`src/rtl/disp_arbiter_pkg.sv`:
```
// disp_arbiter_pkg: owner codes, blank segment code and blink masking helper for the display arbiter.
package disp_arbiter_pkg;
  localparam logic [1:0] OWNER_BASE = 2'd0;
  localparam logic [1:0] OWNER_NOTE = 2'd1;
  localparam logic [1:0] OWNER_MSG  = 2'd2;
  localparam logic [7:0] SEG_BLANK  = 8'h00;
  function automatic logic [63:0] blank_masked(input logic [63:0] d, input logic [7:0] m);
    logic [63:0] r;
    for (int i = 0; i < 8; i++) r[8*i +: 8] = m[i] ? SEG_BLANK : d[8*i +: 8];
    return r;
  endfunction
endpackage

```
`src/rtl/disp_arbiter_scan_timer.sv`:
```
// scan_timer: digit-step prescaler, 0..7 scan index and one-cycle frame-boundary pulse on the 7->0 wrap.
module scan_timer #(
  parameter int SCAN_PERIOD = 200000
) (
  input  logic       clk,
  input  logic       rst,
  output logic [2:0] scan,
  output logic       frame
);
  logic [31:0] presc;
  logic        tick;
  assign tick  = presc == 32'(SCAN_PERIOD - 1);
  assign frame = tick && scan == 3'd7;
  always_ff @(posedge clk or posedge rst) begin
    if (rst) begin
      presc <= '0;
      scan  <= '0;
    end else begin
      presc <= tick ? '0 : presc + 32'd1;
      if (tick) scan <= scan + 3'd1;
    end
  end
endmodule

```
`src/rtl/disp_arbiter.sv`:
```
// disp_arbiter: frame-synchronous arbitration of the 8-digit display between base, note and message sources,
// with a one-entry message slot, hold timer, base blinking and registered digit scan outputs.
module disp_arbiter
  import disp_arbiter_pkg::*;
#(
  parameter int SCAN_PERIOD     = 200000,
  parameter int MSG_HOLD_FRAMES = 250,
  parameter int BLINK_FRAMES    = 31
) (
  input  logic        clk,
  input  logic        rst,
  input  logic [63:0] base_digits,
  input  logic [7:0]  blink_mask,
  input  logic        note_valid,
  input  logic [63:0] note_digits,
  input  logic        msg_req,
  input  logic [63:0] msg_digits,
  input  logic        msg_cancel,
  output logic        msg_ack,
  output logic        msg_busy,
  output logic [1:0]  owner,
  output logic [7:0]  seg_en,
  output logic [7:0]  tube1,
  output logic [7:0]  tube2
);
  logic [2:0]  scan;
  logic        frame;
  logic [63:0] msg_buf, frame_buf, win_digits;
  logic [15:0] hold_cnt, blink_cnt;
  logic        fresh, phase, accept, expire, msg_win, note_win;
  logic [7:0]  cur;
  scan_timer #(.SCAN_PERIOD(SCAN_PERIOD)) u_scan_timer (
    .clk   (clk),
    .rst   (rst),
    .scan  (scan),
    .frame (frame)
  );
  // fresh marks a slot message that has not yet owned a frame, so its hold count still needs loading
  assign accept     = !msg_busy && msg_req;
  assign expire     = owner == OWNER_MSG && !fresh && hold_cnt == 16'd1;
  assign msg_win    = msg_busy && !msg_cancel && !expire;
  assign note_win   = !msg_win && note_valid;
  assign win_digits = msg_win ? msg_buf : note_win ? note_digits
                    : blank_masked(base_digits, phase ? 8'h00 : blink_mask);
  assign cur        = frame_buf[{scan, 3'b000} +: 8];
  always_ff @(posedge clk or posedge rst) begin
    if (rst) begin
      msg_ack   <= 1'b0;
      msg_busy  <= 1'b0;
      fresh     <= 1'b0;
      msg_buf   <= '0;
      frame_buf <= {8{SEG_BLANK}};
      owner     <= OWNER_BASE;
      hold_cnt  <= '0;
      blink_cnt <= '0;
      phase     <= 1'b1;
      seg_en    <= 8'h01;
      tube1     <= SEG_BLANK;
      tube2     <= SEG_BLANK;
    end else begin
      msg_ack <= accept;
      if (accept) begin
        msg_busy <= 1'b1;
        fresh    <= 1'b1;
        msg_buf  <= msg_digits;
      end else if (msg_busy && (msg_cancel || (frame && expire))) begin
        msg_busy <= 1'b0;
      end
      if (frame) begin
        frame_buf <= win_digits;
        owner     <= msg_win ? OWNER_MSG : note_win ? OWNER_NOTE : OWNER_BASE;
        hold_cnt  <= !msg_win ? '0 : fresh ? 16'(MSG_HOLD_FRAMES) : hold_cnt - 16'd1;
        if (msg_win) fresh <= 1'b0;
        blink_cnt <= blink_cnt == 16'(BLINK_FRAMES - 1) ? '0 : blink_cnt + 16'd1;
        if (blink_cnt == 16'(BLINK_FRAMES - 1)) phase <= !phase;
      end
      seg_en <= 8'd1 << scan;
      tube1  <= scan[2] ? SEG_BLANK : cur;
      tube2  <= scan[2] ? cur : SEG_BLANK;
    end
  end
endmodule
```
`config.mk`:
```
export PLATFORM = sky130hd
export DESIGN_NAME = disp_arbiter
export DESIGN_NICKNAME = d
export VERILOG_FILES = /design/src/rtl/disp_arbiter_pkg.sv /design/src/rtl/disp_arbiter_scan_timer.sv /design/src/rtl/disp_arbiter.sv
export SDC_FILE = /design/constraint.sdc
export NUM_CORES = 1
export LEC_CHECK = 0
export BUFFER_PORTS_ARGS = -buffer_cell sky130_fd_sc_hd__buf_2
export CORE_AREA = 2 2 145 147
export CTS_CLUSTER_DIAMETER = 80
export CTS_CLUSTER_SIZE = 28
export DETAILED_ROUTE_END_ITERATION = 8
export DIE_AREA = 0 0 147 149
export HOLD_SLACK_MARGIN = 0.1
export PLACE_DENSITY = 0.8
export SYNTH_ARGS = -nofsm -noshare
export SYNTH_HDL_FRONTEND = slang
export SYNTH_HIERARCHICAL = 1
export SYNTH_SLANG_ARGS = --single-unit
export TNS_END_PERCENT = 10
```
`constraint.sdc`:
```
create_clock -name clk -period 6.6 [get_ports clk]
set_input_delay 0.66 -clock clk [delete_from_list [all_inputs] [get_ports clk]]
set_output_delay 0.66 -clock clk [all_outputs]
set_load 0.01 [all_outputs]
```
Word level (Yosys, flattened, before mapping)
Index checks and enable logic that the tools add are counted.
{"block": "word_totals", "latchBits": 0, "ff_bits": 225, "romBits": 0, "ramBits": 0, "in_bits": 205, "memories": 0, "output_inout_bits": 28}
{"block": "op_classes", "n_reduce_logical": 18, "shifts": 2, "addsub": 4, "div_mod_pow": 0, "eq_ne": 5, "magnitude_cmp": 0, "mul": 0, "n_mux": 24, "bitwise": 0}
{"operator": "$mux 64", "n": 2}
{"operator": "$mux 8", "n": 11}
{"operator": "$shiftx 64x7->8", "n": 1}
{"operator": "$mux 16", "n": 3}
{"operator": "$add 32x1->32 const B", "n": 1}
{"operator": "$eq 32x18->1 const B", "n": 1}
{"operator": "$mux 32", "n": 1}
{"operator": "$add 16x1->16 const B", "n": 1}
{"operator": "$eq 16x1->1 const B", "n": 1}
{"operator": "$eq 16x5->1 const B", "n": 1}
{"operator": "$sub 16x1->16 const B", "n": 1}
{"operator": "$logic_and 1x1->1", "n": 9}
{"operator": "$shl 1x3->8 const A", "n": 1}
{"operator": "$logic_not 1->1", "n": 6}
{"operator": "$mux 1", "n": 6}
{"operator": "$add 3x1->3 const B", "n": 1}
{"operator": "$eq 3x3->1 const B", "n": 1}
{"operator": "$eq 2x2->1 const B", "n": 1}
{"operator": "$mux 2", "n": 1}
{"operator": "$reduce_and 2->1", "n": 1}
{"operator": "$reduce_bool 2->1", "n": 1}
{"operator": "$logic_or 1x1->1", "n": 1}

Depth between registers and ports, before layout
{"block": "logic_depth", "word_depth": 9, "ltp_mapped": 10, "depth_no_buf": 9}

Hierarchy
Netlist, hierarchy kept.
{"mod": "disp_arbiter", "area_per_inst_um2": 9215.1, "instances": 1, "seq_area_each_um2": 4757.1, "cells_per_inst": 858}
{"mod": "scan_timer", "area_per_inst_um2": 1751.7, "instances": 1, "seq_area_each_um2": 875.8, "cells_per_inst": 159}

Worst setup path before layout
OpenSTA, ideal clock, no wires.
{"block": "synth_path", "path_kind": "reg-to-reg", "startpoint": "register u_scan_timer.presc[0]", "endpoint": "register blink_cnt[15]", "setup_ns": 0.125, "t_arrival_ns": 2.589, "n_path_buf": 1, "stages_incl_launch_ff": 11, "setup_slack_ns": 3.886, "cell_sequence": "dfrtp_1 > ha_1 > nand2_1 > or2_4 > nor4_1 > clkbuf_1 > nor4b_1 > nand2_1 > nor3_1 > nor2_1 > mux2_2"}
{"block": "synth_via", "elab_chain_cells": 2}
{"item": "start, declared", "line": "disp_arbiter_scan_timer.sv:10", "rtl": "logic [31:0] presc;"}
{"item": "start signal, assigned", "line": "disp_arbiter_scan_timer.sv:19", "rtl": "presc <= tick ? '0 : presc + 32'd1;"}
{"item": "$eq 32x18->1", "line": "disp_arbiter_scan_timer.sv:12", "rtl": "assign tick = presc == 32'(SCAN_PERIOD - 1);"}
{"item": "$logic_and 1x1->1", "line": "disp_arbiter_scan_timer.sv:13", "rtl": "assign frame = tick && scan == 3'd7;"}
{"item": "via frame", "line": "disp_arbiter.sv:27", "rtl": "logic frame;"}
{"item": "end signal, assigned", "line": "disp_arbiter.sv:74", "rtl": "blink_cnt <= blink_cnt == 16'(BLINK_FRAMES - 1) ? '0 : blink_cnt + 16'd1;"}
{"item": "end, declared", "line": "disp_arbiter.sv:29", "rtl": "logic [15:0] hold_cnt, blink_cnt;"}
The timed path passes the listed nets, and every way through them passes these cells.
A chain may end at the register's enable or synchronous reset.

Worst setup path in the final report
{"block": "layout_path", "startpoint": "register u_scan_timer.scan[1]", "endpoint": "register blink_cnt[15]"}
{"block": "layout_via", "elab_chain_cells": 2}
{"item": "start, declared", "line": "disp_arbiter_scan_timer.sv:7", "rtl": "output logic [2:0] scan,"}
{"item": "start signal, assigned", "line": "disp_arbiter_scan_timer.sv:20", "rtl": "if (tick) scan <= scan + 3'd1;"}
{"item": "$eq 3x3->1", "line": "disp_arbiter_scan_timer.sv:13"}
{"item": "$logic_and 1x1->1", "line": "disp_arbiter_scan_timer.sv:13"}
{"item": "via frame", "line": "disp_arbiter.sv:27"}
The timed path passes the listed nets, and every way through them passes these cells.

==> run metrics <==
maximum vdd drop=150 µV; worst slack at placement=2.57 ns; Worst Hold Class=input port to async pin; most repeated cell in the gate-level netlist after synthesis=dfrtp_1; dominant combinational cell family by area after synthesis=simple AND/OR/NAND/NOR gates; wire length of the first global-routing pass=44.4 mm; Total Nets Final=1406; cells traversed along the worst timing path=ha_1 > ha_1 > inv_1 > nor4_2 > buf_4 > nor4b_1 > nand2_1 > nor3_1 > nor2_1 > mux2_2; synthesized area per cell=10.8 µm²; number of routed nets with antenna violations=0; number of synthesized register bits=225; Register-to-Register Setup Slack=2.54 ns; area share of xor/xnor cells in the synthesized design=3.51%; total routed wirelength=27.3 mm; drt wl/cell=18.5 µm; transition time of the tightest slew-check pin=0.961 ns; Post-Route Utilization=61.6%; leakage component of the power=5.72 nW; netlist area before placement=11000 µm²; number of buffers inserted by post-CTS setup repair=0; critical path's largest stage delay=0.98 ns; Yosys warning total=6; number of distinct library cells after synthesis=58; critical path arrival=4.42 ns; most instantiated flip-flop cell in the synthesis netlist=dfrtp_1; DR iter-0 viols=595; class of the most critical setup path=register to register; I/O Buffers=232; worst setup margin=2.54 ns; post-route design area=12700 µm²; period utilisation layout=61.5%; via count=8615; vias in the first global route=8510; # resized after CTS=0; total negative setup slack=0 ns; final clock skew=0.0149 ns; floorplan core area=20600 µm²; power density cells=216 nW/µm²; TritonCTS clock tree=yes; most frequent cells after synthesis=dfrtp_1, nor2_1, nand2_1, mux2_2, o2bb2ai_1; portion of synthesized cell area occupied by the leading cell type=50.9%; cell mode on critical path=ha_1; worst slew slack as a fraction of its limit=35.9%; number of vias per cell=5.84; run status=completed; met3 WL post-DR=1.43 mm; area after detailed placement=12200 µm²; RSZ-0062 raised after global routing=false; Final Setup Violations=0; Buffers & Inverters on Critical Path=2; Worst EP required=6.97 ns; fraction of synthesized area in multiplexers=10.4%; global placer's final weighted congestion=0.896; worst skew pair latency=0.48 ns; Chip Height=149 µm; CTS root buffer=clkbuf_16; Pins Over Slew Limit=0; critical path's top delay family=simple AND/OR/NAND/NOR gates; fraction of the mapped netlist area in adder cells=0.799%; final critical delay including setup and external delays=4.06 ns; critical path startpoint=u_scan_timer/scan[1]; initial antenna violation count=0; Num CTS Buffers=12; synth-to-layout area growth=15.4%; All-Layer GR Usage=25.3%; Highest Signal Layer=met4; post-synthesis cell type with the largest combined area=dfrtp_1; layout cell share with drive strength beyond 1=30.4%; count of maximum capacitance violations=0; number of hold buffers added after CTS=0; hold violation total from the final report=0; overall power after layout=2.73 mW; clock tree buffer depth=3; floorplan die width=147 µm; highest-delay cell along the critical path=dfrtp_1; Diodes inserted=0; Top Ports=233; largest net degree at the start of global routing=122; met2 routed WL=13.3 mm; Simple-Gate Fraction of Synth Area=15.2%; length in cells of the worst reg-to-reg path=10; Detail Placement HPWL=19.3 mm; starting density of the core=53.3%; count of flip-flops with a built-in enable after synthesis=0; Achievable Freq=0.247 GHz; CP Capture Type=register; number of remaining DRC errors=0; synthesized instance count=1017; terminus of the critical flop-to-flop path=blink_cnt[15]; H-tree levels=1; startpoint type of the worst setup path=register; register clock-pin slew on the reported worst setup and hold paths=0.10 ns; count of TritonRoute iterations in the first routing pass=5; sum of routed wire segments on met1=11.8 mm; number of core rows=53; share of async-settable or async-resettable flops after synthesis=100%; area of the die=21900 µm²; crit-path max FO=97; number of nets produced by synthesis=1229; overflow left after global routing=0; main area contributors after synthesis=dfrtp_1, mux2_2, o2bb2ai_1; post-synthesis compound-gate area fraction=15.2%; sequential-to-total area share from yosys stat=51.4%; Clock Sinks=225; critical register-to-register path startpoint=u_scan_timer/scan[1]
==> worst max-delay path by stage <==
| stage | end | slack, ns | cells after the start |
|---|---|---|---|
| final | blink_cnt[15] | 2.54 | 10 |
| after global routing | blink_cnt[15] | 2.11 | 10 |
| after CTS | blink_cnt[15] | 2.57 | 10 |
| after detailed placement | blink_cnt[15] | 2.57 | 10 |
| after global placement | blink_cnt[15] | 2.70 | 10 |
| after floorplan | blink_cnt[0] | 0.77 | 1 |
==> placed cells by master, fill, tap and decap left out, types with 11 or more instances in the layout <==
cell type and instances:
mux4_2 16, nand2_1 89, dfrtp_1 223, a211oi_1 65, nand3_1 27, clkbuf_16 13, o21ai_0 58, inv_1 11
o2bb2ai_1 67, nor3_1 19, mux2_2 68, nor4_1 11, buf_2 231, nor2_1 95, xnor2_1 19, xor2_1 25
o21ai_1 16
==> flip-flops by register name, indices dropped and copies added, names as in the netlist, 2 cells and up <==
signal,count
msg_buf,64
blink_cnt,16
frame_buf,64
tube2,8
hold_cnt,16
u_scan_timer/scan,3
seg_en,8
tube1,8
owner,2
u_scan_timer/presc,32
==> worst register-to-register path: stages (launching register included) <==
cell and delay, ns:
dfrtp_1 0.98, ha_1 0.29, ha_1 0.14, inv_1 0.05
nor4_2 0.25, buf_4 0.71, nor4b_1 0.40, nand2_1 0.09
nor3_1 0.70, nor2_1 0.07, mux2_2 0.29
==> cell type report <==
type,count,area (µm²)
clock buffers,16,347
clock inverters,4,83.8
inverters,13,56.3
fillers,1684,7900
multi-input cells,701,4960
repair buffers,241,1230
flip-flops and latches,225,5630
well taps,275,344
==> layer usage <==
metal / track usage, % / vias to the layer above
met5: 0 / -
met4: 6.63 / 0
met3: 3.49 / 50
met2: 42.1 / 264
met1: 35.4 / 4264
li1: - / 4037
==> per-stage QoR <==
stage | hold slack, ns | std cells
after detailed placement | 0.454 | 1455
final | 0.300 | 1475
after global placement | 0.434 | 1455
after floorplan | 0.423 | 1017
after global routing | 0.392 | 1475
after CTS | 0.356 | 1475
==> logic make-up (layout without fill, tap and decap cells) <==
group,after synthesis,after routing
AOI/OAI and AO/OA,235,235
xor gates and xnor gates,44,44
adders and majority gates,7,7
buffers and inverters,91,274
DFF,225,225
muxes,85,85
and+or+nand+nor,330,330
==> power by group <==
group,internal [mW],switching [mW]
sequential,1.47,0.0493
combinational,0.152,0.160
clock,0.458,0.445
total,2.08,0.654
(Power assumes the default switching activity.)
